--- config.mk ---
export PLATFORM = sky130hd
export DESIGN_NAME = seq_magnitude_comparator
export DESIGN_NICKNAME = d
export VERILOG_FILES = /design/src/rtl/seq_magnitude_comparator_pkg.sv /design/src/rtl/seq_magnitude_comparator_digit_slice.sv /design/src/rtl/seq_magnitude_comparator.sv
export SDC_FILE = /design/constraint.sdc
export NUM_CORES = 1
export LEC_CHECK = 0
export BUFFER_PORTS_ARGS = -buffer_cell sky130_fd_sc_hd__buf_2
export CORE_ASPECT_RATIO = 1.5
export CORE_MARGIN = 2
export CORE_UTILIZATION = 48
export CTS_CLUSTER_DIAMETER = 80
export CTS_CLUSTER_SIZE = 20
export DETAILED_ROUTE_END_ITERATION = 16
export GPL_TIMING_DRIVEN = 0
export PLACE_DENSITY = 0.74
export SLEW_MARGIN = 40
export SYNTH_ARGS = -nofsm -noshare
export SYNTH_HDL_FRONTEND = slang
export SYNTH_SLANG_ARGS = --single-unit
--- constraint.sdc ---
create_clock -name clk -period 1.6 [get_ports clk]
set_input_delay 0 -clock clk [delete_from_list [all_inputs] [get_ports clk]]
set_output_delay 0 -clock clk [all_outputs]
set_load 0.01 [all_outputs]
--- src/rtl/seq_magnitude_comparator_pkg.sv ---
// Shared types for the iterative magnitude comparator: FSM states, cascade state, digit count helper.
package cmp_pkg;

    typedef enum logic [1:0] {
        IDLE = 2'd0,
        RUN  = 2'd1,
        DONE = 2'd2
    } cmp_state_t;

    typedef struct packed {
        logic e;
        logic l;
        logic g;
    } cmp_eg_t;

    localparam cmp_eg_t EG_CLEAR_C = '{e: 1'b0, l: 1'b0, g: 1'b0};
    localparam cmp_eg_t EG_START_C = '{e: 1'b1, l: 1'b0, g: 1'b0};

    function automatic int ndig_f(input int width, input int digit);
        return width / digit;
    endfunction

endpackage

--- src/rtl/seq_magnitude_comparator_digit_slice.sv ---
// Combinational DIGIT-bit comparator built as an MSB-first chain of single-bit E/L/G stages.
module cmp_digit_slice
    import cmp_pkg::*;
#(
    parameter int DIGIT = 4
) (
    input  logic [DIGIT-1:0] a_dig,
    input  logic [DIGIT-1:0] b_dig,
    input  cmp_eg_t          eg_in,
    output cmp_eg_t          eg_out
);

    // Once a difference has been seen (e=0) the stage passes the decision through unchanged.
    function automatic cmp_eg_t bit_stage(input logic a_bit, input logic b_bit, input cmp_eg_t eg);
        cmp_eg_t res;
        if (!eg.e) begin
            res = eg;
        end else if (a_bit == b_bit) begin
            res = EG_START_C;
        end else if (a_bit) begin
            res = '{e: 1'b0, l: 1'b0, g: 1'b1};
        end else begin
            res = '{e: 1'b0, l: 1'b1, g: 1'b0};
        end
        return res;
    endfunction

    cmp_eg_t chain_s;

    // Ripple the cascade state from the digit MSB down to its LSB.
    always_comb begin
        chain_s = eg_in;
        for (int i = DIGIT - 1; i >= 0; i--) begin
            chain_s = bit_stage(a_dig[i], b_dig[i], chain_s);
        end
    end

    assign eg_out = chain_s;

endmodule

--- src/rtl/seq_magnitude_comparator.sv ---
// Iterative MSB-first magnitude comparator, DIGIT bits per clock, valid/ready on both sides.
// Define SEQ_CMP_SIGNED_EN for two's-complement operands (offset-binary on the top bit).
module seq_magnitude_comparator
    import cmp_pkg::*;
#(
    parameter int WIDTH      = 16,
    parameter int DIGIT      = 4,
    parameter int EARLY_EXIT = 1
) (
    input  logic                              clk,
    input  logic                              rst,
    input  logic                              in_valid,
    output logic                              in_ready,
    input  logic [WIDTH-1:0]                  a,
    input  logic [WIDTH-1:0]                  b,
    output logic                              out_valid,
    input  logic                              out_ready,
    output logic                              eq,
    output logic                              lt,
    output logic                              gt,
    output logic                              busy,
    output logic [$clog2(WIDTH/DIGIT+1)-1:0]  ndig
);

    localparam int NDIG = ndig_f(WIDTH, DIGIT);
    localparam int CW   = $clog2(NDIG + 1);
    localparam logic [CW-1:0] LAST_C = CW'(NDIG - 1);
    localparam logic [CW-1:0] ONE_C  = CW'(1);

    cmp_state_t        state_r;
    cmp_state_t        state_s;
    logic [WIDTH-1:0]  a_sh_r;
    logic [WIDTH-1:0]  b_sh_r;
    logic [WIDTH-1:0]  a_load_s;
    logic [WIDTH-1:0]  b_load_s;
    cmp_eg_t           eg_r;
    cmp_eg_t           eg_s;
    logic [CW-1:0]     cnt_r;
    logic [CW-1:0]     ndig_r;
    logic              eq_r;
    logic              lt_r;
    logic              gt_r;
    logic              finish_s;

`ifdef SEQ_CMP_SIGNED_EN
    // Flipping the sign bit maps two's complement onto unsigned order; only digit 0 sees it.
    always_comb begin
        a_load_s            = a;
        b_load_s            = b;
        a_load_s[WIDTH-1]   = ~a[WIDTH-1];
        b_load_s[WIDTH-1]   = ~b[WIDTH-1];
    end
`else
    assign a_load_s = a;
    assign b_load_s = b;
`endif

    cmp_digit_slice #(.DIGIT(DIGIT)) u_slice (
        .a_dig  (a_sh_r[WIDTH-1 -: DIGIT]),
        .b_dig  (b_sh_r[WIDTH-1 -: DIGIT]),
        .eg_in  (eg_r),
        .eg_out (eg_s)
    );

    // The last digit always ends the run; early exit also ends it on the first difference.
    always_comb begin
        finish_s = 1'b0;
        if ((cnt_r == LAST_C) || ((EARLY_EXIT == 1) && !eg_s.e)) begin
            finish_s = 1'b1;
        end else begin
            finish_s = 1'b0;
        end
    end

    // State register.
    always_ff @(posedge clk) begin
        if (rst) begin
            state_r <= IDLE;
        end else begin
            state_r <= state_s;
        end
    end

    // Next-state logic.
    always_comb begin
        state_s = state_r;
        case (state_r)
            IDLE:    if (in_valid)  state_s = RUN;  else state_s = IDLE;
            RUN:     if (finish_s)  state_s = DONE; else state_s = RUN;
            DONE:    if (out_ready) state_s = IDLE; else state_s = DONE;
            default: state_s = IDLE;
        endcase
    end

    // Handshake and status decode from the registered state.
    always_comb begin
        in_ready  = 1'b0;
        busy      = 1'b0;
        out_valid = 1'b0;
        case (state_r)
            IDLE:    in_ready  = !rst;
            RUN:     busy      = 1'b1;
            DONE:    out_valid = 1'b1;
            default: in_ready  = 1'b0;
        endcase
    end

    // Operand shift registers, cascade state, digit counter and held result.
    always_ff @(posedge clk) begin
        if (rst) begin
            a_sh_r <= '0;
            b_sh_r <= '0;
            eg_r   <= EG_CLEAR_C;
            cnt_r  <= '0;
            ndig_r <= '0;
            eq_r   <= 1'b0;
            lt_r   <= 1'b0;
            gt_r   <= 1'b0;
        end else begin
            case (state_r)
                IDLE: begin
                    if (in_valid) begin
                        a_sh_r <= a_load_s;
                        b_sh_r <= b_load_s;
                        eg_r   <= EG_START_C;
                        cnt_r  <= '0;
                    end
                end
                RUN: begin
                    eg_r   <= eg_s;
                    a_sh_r <= a_sh_r << DIGIT;
                    b_sh_r <= b_sh_r << DIGIT;
                    cnt_r  <= cnt_r + ONE_C;
                    if (finish_s) begin
                        eq_r   <= eg_s.e;
                        lt_r   <= eg_s.l;
                        gt_r   <= eg_s.g;
                        ndig_r <= cnt_r + ONE_C;
                    end
                end
                DONE: begin
                    if (out_ready) begin
                        eq_r   <= 1'b0;
                        lt_r   <= 1'b0;
                        gt_r   <= 1'b0;
                        ndig_r <= '0;
                    end
                end
                default: begin
                    eg_r <= EG_CLEAR_C;
                end
            endcase
        end
    end

    assign eq   = eq_r;
    assign lt   = lt_r;
    assign gt   = gt_r;
    assign ndig = ndig_r;

endmodule

==> After elaboration in Yosys (flattened, before gate mapping) <==
Cells that the tools add are included.
Widths: inputs -> output; s select.
{ "totals": {"ff_bits": 46, "in_bits": 36, "word_cells": 70, "out_inout_bits": 9} }
{ "classes": {"eq_ne": 10, "n_addsub": 1, "n_mux": 38, "bitwise_logic": 1, "n_reduce_logical": 9} }
{ "ops": {"columns": ["op", "n"], "rows": [
  ["$pmux 16 s2", 2],
  ["$mux 3", 12],
  ["$mux 16", 2],
  ["$mux 2", 6],
  ["$pmux 3 s2", 2],
  ["$mux 1", 9],
  ["$pmux 3 s3", 1],
  ["$ne 2x2->1 const B", 3],
  ["$pmux 1 s2", 3],
  ["$pmux 2 s3", 1],
  ["$eq 1x1->1", 4],
  ["$reduce_and 2->1", 2],
  ["$reduce_bool 2->1", 2],
  ["$add 3x1->3 const B", 1],
  ["$eq 3x2->1 const B", 1],
  ["$reduce_and 3->1", 1],
  ["$eq 2x1->1 const B", 1],
  ["$eq 2x2->1 const B", 1],
  ["$logic_not 1->1", 2],
  ["$logic_not 2->1", 1],
  ["$logic_or 1x1->1", 1],
  ["$not 1->1", 1]
]} }

==> Longest topological paths before layout <==
{ "logic_depth": {"depth_word": 11, "depth_mapped": 7, "ltp_nobuf": 6} }

==> Hierarchy <==
A second synthesis with hierarchy kept.
{ "unflattened": {"cells_unflattened": 222, "hier_area_um2": 2239.6} }
{ "modules_own_cells": {"columns": ["module", "n_inst", "seq_area_each_um2", "cells_per_inst", "area_per_inst_um2"], "rows": [
  ["seq_magnitude_comparator", 1, 920.9, 190, 2016.9],
  ["cmp_digit_slice", 1, 0.0, 32, 222.7]
]} }

==> Worst setup path before layout <==
No wires, ideal clock.
{ "synth_path": {"kind": "reg2reg", "from": "register cnt_r[0]", "to": "register ndig_r[0], in the netlist ndig[0]", "arrival_time_ps": 1572, "path_slack_ps": -37, "setup_ps": 65, "synth_period_minus_slack_ps": 1637, "path_stages_with_launch": 7, "n_path_buf": 0, "t_required_ps": 1535, "path_cell_list": "dfxtp_1 > ha_1 > ha_1 > nand4b_1 > o21ai_4 > mux2_4 > nor2_1"} }
{ "synth_between": {"elab_chain_cells": 5, "elab_cells_between_ends": 8, "classes_between": "1 x add/sub; 2 x eq/ne; 3 x mux; 2 x reduce/logical"} }
{ "synth_lines": {"columns": ["element", "line_no", "rtl"], "rows": [
  ["start, declared", "seq_magnitude_comparator.sv:38", "logic [CW-1:0] cnt_r;"],
  ["start signal, assigned", "seq_magnitude_comparator.sv:133", "cnt_r <= cnt_r + ONE_C;"],
  ["branches (longest 5 deep; another with $add 3x1->3)", null, null],
  ["end signal, assigned", "seq_magnitude_comparator.sv:138", "ndig_r <= cnt_r + ONE_C;"],
  ["end, declared", "seq_magnitude_comparator.sv:39", "logic [CW-1:0] ndig_r;"]
]} }
Several ways; the timed one is not identified. The select of a mux whose other input is x is not followed.
A chain may end at the register's enable or synchronous reset.

==> Worst setup path in the final report <==
{ "layout_path": {"from": "register cnt_r[0]", "to": "register gt_r, in the netlist gt"} }
{ "layout_between": {"elab_chain_cells": 5} }
{ "layout_lines": {"columns": ["element", "line_no", "rtl"], "rows": [
  ["$eq 3x2->1", "seq_magnitude_comparator.sv:68", "if ((cnt_r == LAST_C) || ((EARLY_EXIT == 1) && !eg_s.e)) begin"],
  ["$logic_or 1x1->1", "seq_magnitude_comparator.sv:68", null],
  ["$mux 1", "seq_magnitude_comparator.sv:68", null],
  ["$ne 2x2->1 (no line)", null, null],
  ["$reduce_and 3->1 (no line)", null, null],
  ["end signal, assigned", "seq_magnitude_comparator.sv:137", "gt_r <= eg_s.g;"],
  ["end, declared", "seq_magnitude_comparator.sv:42", "logic gt_r;"]
]} }
No other way between the ends.

==> results.json <==
{
  "outcome": "finished, violations left",
  "violations": "negative setup slack",
  "rows": 29,
  "seqPwrFrac_pct": 46.9,
  "grt_use_total_pct": 23.6,
  "clock.fmax_mhz": 596,
  "worstPathArrival_ns": 1.85,
  "path_class": "reg -> reg",
  "io_buffers": 43,
  "holdPathStages": 3,
  "path_max_fanout": 6,
  "top_usage_layer": "met2",
  "switchingPower_uw": 789,
  "nNetsFinal": 393,
  "final.fill_count": 352,
  "power_per_cell_area_nw_per_um2": 925,
  "worst_r2r_endpoint": "gt",
  "drc": 0,
  "total_leakage_power_uw": 0.00128,
  "gp_congestion": 0.793,
  "setup_violations": 6,
  "grt_max_degree": 14,
  "min_period_ns": 1.68,
  "grt_antenna_before_repair": 0,
  "placed_area_sq_um": 2450,
  "combPwrFrac_pct": 23.1,
  "min_to": "state_r[0]",
  "maxSlewHeadroom_pct": 60.6,
  "htree_levels": 2,
  "initial_utilization_pct": 50.5,
  "r2r_slack_ns": -0.08,
  "rsz0062_at_grt": "yes",
  "fin_util_pct": 70.6,
  "cts_buffer_depth": 2,
  "power.total_uw": 2770,
  "path_clk_slew_ns": 0.08,
  "min-delay-start": "in_valid",
  "yosys_warnings": 0,
  "min_period_over_period_pct": 105,
  "clk_latency_ns": 0.30,
  "cp-end-kind": "flip-flop",
  "use_met3_pct": 4.83,
  "worst_slew_pin_slew_ns": 0.592,
  "grt-ovfl-total": 0,
  "wl_per_cell_um": 14.2,
  "postRouteAntennaNets": 0,
  "die_w_um": 58.6,
  "rr_worst_depth": 7,
  "synth_cell_types": 32,
  "syn_to_final_growth_pct": 39.8,
  "finalHoldViolCount": 0,
  "slew_violations": 0,
  "met1_usage_pct": 26.2,
  "dieArea_sq_um": 5030,
  "p_clk_share_pct": 30.0,
  "routed_wl_um": 5610,
  "p_int_uw": 1980,
  "synthCells": 261,
  "r2r_start": "cnt_r[0]",
  "syn_area_sq_um": 2140,
  "die_height_um": 85.8,
  "crit_path_start_kind": "flip-flop",
  "grt_pass1_wl_um": 9070,
  "dp_hpwl_um": 3690,
  "met2_usage_pct": 44.0,
  "stdcell_area_sq_um": 3000,
  "first_iter_violations": 63,
  "syn_area_per_cell_sq_um": 8.21,
  "place_ws_ns": -0.165,
  "syn-num-nets": 307,
  "cts_tree": "done",
  "drive_gt1_share_pct": 25.0,
  "drt_first_pass_iters": 5,
  "timing.final.ws_setup_ns": -0.0787,
  "ys_seq_area_share_pct": 43.0,
  "hp-class": "in -> reg",
  "p_sw_share_pct": 28.5,
  "ios": 45,
  "cts-root-buf": "clkbuf_8",
  "numCtsBuffers": 5,
  "vdd_drop_max_v": 0.000852,
  "cts_sinks": 46,
  "antenna_cells_inserted": 0,
  "max_cap_viol_count": 0,
  "via_count": 2136,
  "grt_pass1_vias": 2004,
  "core_sq_um": 4250,
  "crit_required_ns": 1.77,
  "synth_seq_cells": 46,
  "vias_per_cell": 5.42,
  "finClkSkew_ns": 0.00479
}
state kept, by name, indices dropped and copies added, names as in the netlist:
signal	flops
a_sh_r	16
b_sh_r	16
cnt_r	3
eg_r	3
ndig	3
state_r	2
eq	1
gt	1
lt	1
power by group through the flow:
stage	logic, uW	clock network [uW]	registers, uW
final	639	831	1300
after global routing	705	887	1310
after CTS	598	837	1300
after detailed placement	514	0	1320
after global placement	502	0	1320
after floorplan	367	0	1310
worst max-delay path, stage by stage, from the launching register on:
cell	delay, ns
dfxtp_4	0.36
ha_4	0.16
ha_4	0.16
nand4b_1	0.25
o21ai_4	0.30
buf_12	0.15
o21bai_1	0.12
a21oi_2	0.07
cells in the final DEF (no fill, tap or decap), types with 3 or more instances in the layout:
cell type      Yosys  final
a22oi_1            9      9
a21oi_1           10      9
ha_4               0      5
buf_4              4      6
dfxtp_2            0      3
buf_2              7     48
dfxtp_1           46     42
ha_1              10      5
inv_1             11     11
dlygate4sd3_1      0     33
nand2_1           53     52
a311oi_1          24     24
clkbuf_8           0      8
nand3_1            6      6
o21ai_0            4      4
nor2_1            43     42
clkbuf_1           6      6
stage by stage:
stage                     std cells  setup TNS [ns]  hold slack [ns]
final                           394          -0.332           0.0669
after global routing            394          -0.716           0.0947
after CTS                       394          -0.194           0.0534
after detailed placement        350          -0.513            0.244
after global placement          350          -0.335            0.237
after floorplan                 261               0            0.148
Yosys cell counts, drive strengths merged:
| library cell | n | share of area [%] |
|---|---|---|
| nand2 | 53 | 9.3 |
| dfxtp | 46 | 43 |
| nor2 | 43 | 7.5 |
| a311oi | 24 | 9.8 |
| buf | 12 | 3.6 |
| inv | 12 | 2.2 |
| a21oi | 10 | 2.3 |
| ha | 10 | 5.8 |
| a22oi | 9 | 3.2 |
| clkbuf | 6 | 1.1 |
| nand3 | 6 | 1.4 |
| o21ai | 6 | 2.1 |
| a211oi | 3 | 1.1 |
| nor3 | 3 | 0.70 |
| mux2 | 2 | 1.4 |
| mux2i | 2 | 0.93 |
| nor2b | 2 | 0.58 |
| nor3b | 2 | 0.70 |
| o21bai | 2 | 0.70 |
| a221oi | 1 | 0.41 |
| and2 | 1 | 0.29 |
| and3 | 1 | 0.29 |
| nand2b | 1 | 0.29 |
| nand3b | 1 | 0.35 |
| nand4b | 1 | 0.41 |
| o211ai | 1 | 0.35 |
| or3 | 1 | 0.29 |
cell type report:
| class | count | area (sq um) | area share [%] |
|---|---|---|---|
| multi-input combinational | 185 | 1170 | 39.0 |
| sequential | 46 | 928 | 31.0 |
| timing repair buffer | 79 | 581 | 19.4 |
| clock buffer | 8 | 110 | 3.68 |
| buffer | 18 | 104 | 3.47 |
| tap | 46 | 57.6 | 1.92 |
| inverter | 12 | 47.5 | 1.59 |
layer usage:
metal  wire, um  share of wire (%)
met1       2160                 38
met2       3110                 55
met3        287                5.1
met4         56                1.0
met5          0                  0
kinds of logic (layout without fill, tap and decap cells):
family	count (synthesis)	after routing	synth area share (%)
AOI/OAI and AO/OA	56	56	19.9
muxes	4	4	2.34
adders and majority gates	10	10	5.84
and+or+nand+nor	115	115	22.1
DFF	46	46	43.0
buffers and inverters	30	117	6.83
how the worst max path moves through the flow:
stage,cells past startpoint,slack (ns),to,from
4_1_cts,7,-0.05,lt,cnt_r[0]
6_report,7,-0.08,gt,cnt_r[0]
2_1_floorplan,6,0.0007,ndig[0],cnt_r[0]
3_3_place_gp,6,-0.13,ndig[0],cnt_r[0]
5_1_grt,7,-0.14,lt,cnt_r[0]
3_5_place_dp,6,-0.17,ndig[2],cnt_r[0]
timing repair:
action                                 in CTS  in global routing
setup endpoints to repair                   6                 14
gates resized for setup                     3                 12
buffers inserted                            3                  0
endpoints found under the hold margin      33                  0
pin swaps                                   3                  3
hold buffers                               33                  0
Power figures use the tool's default switching activity.
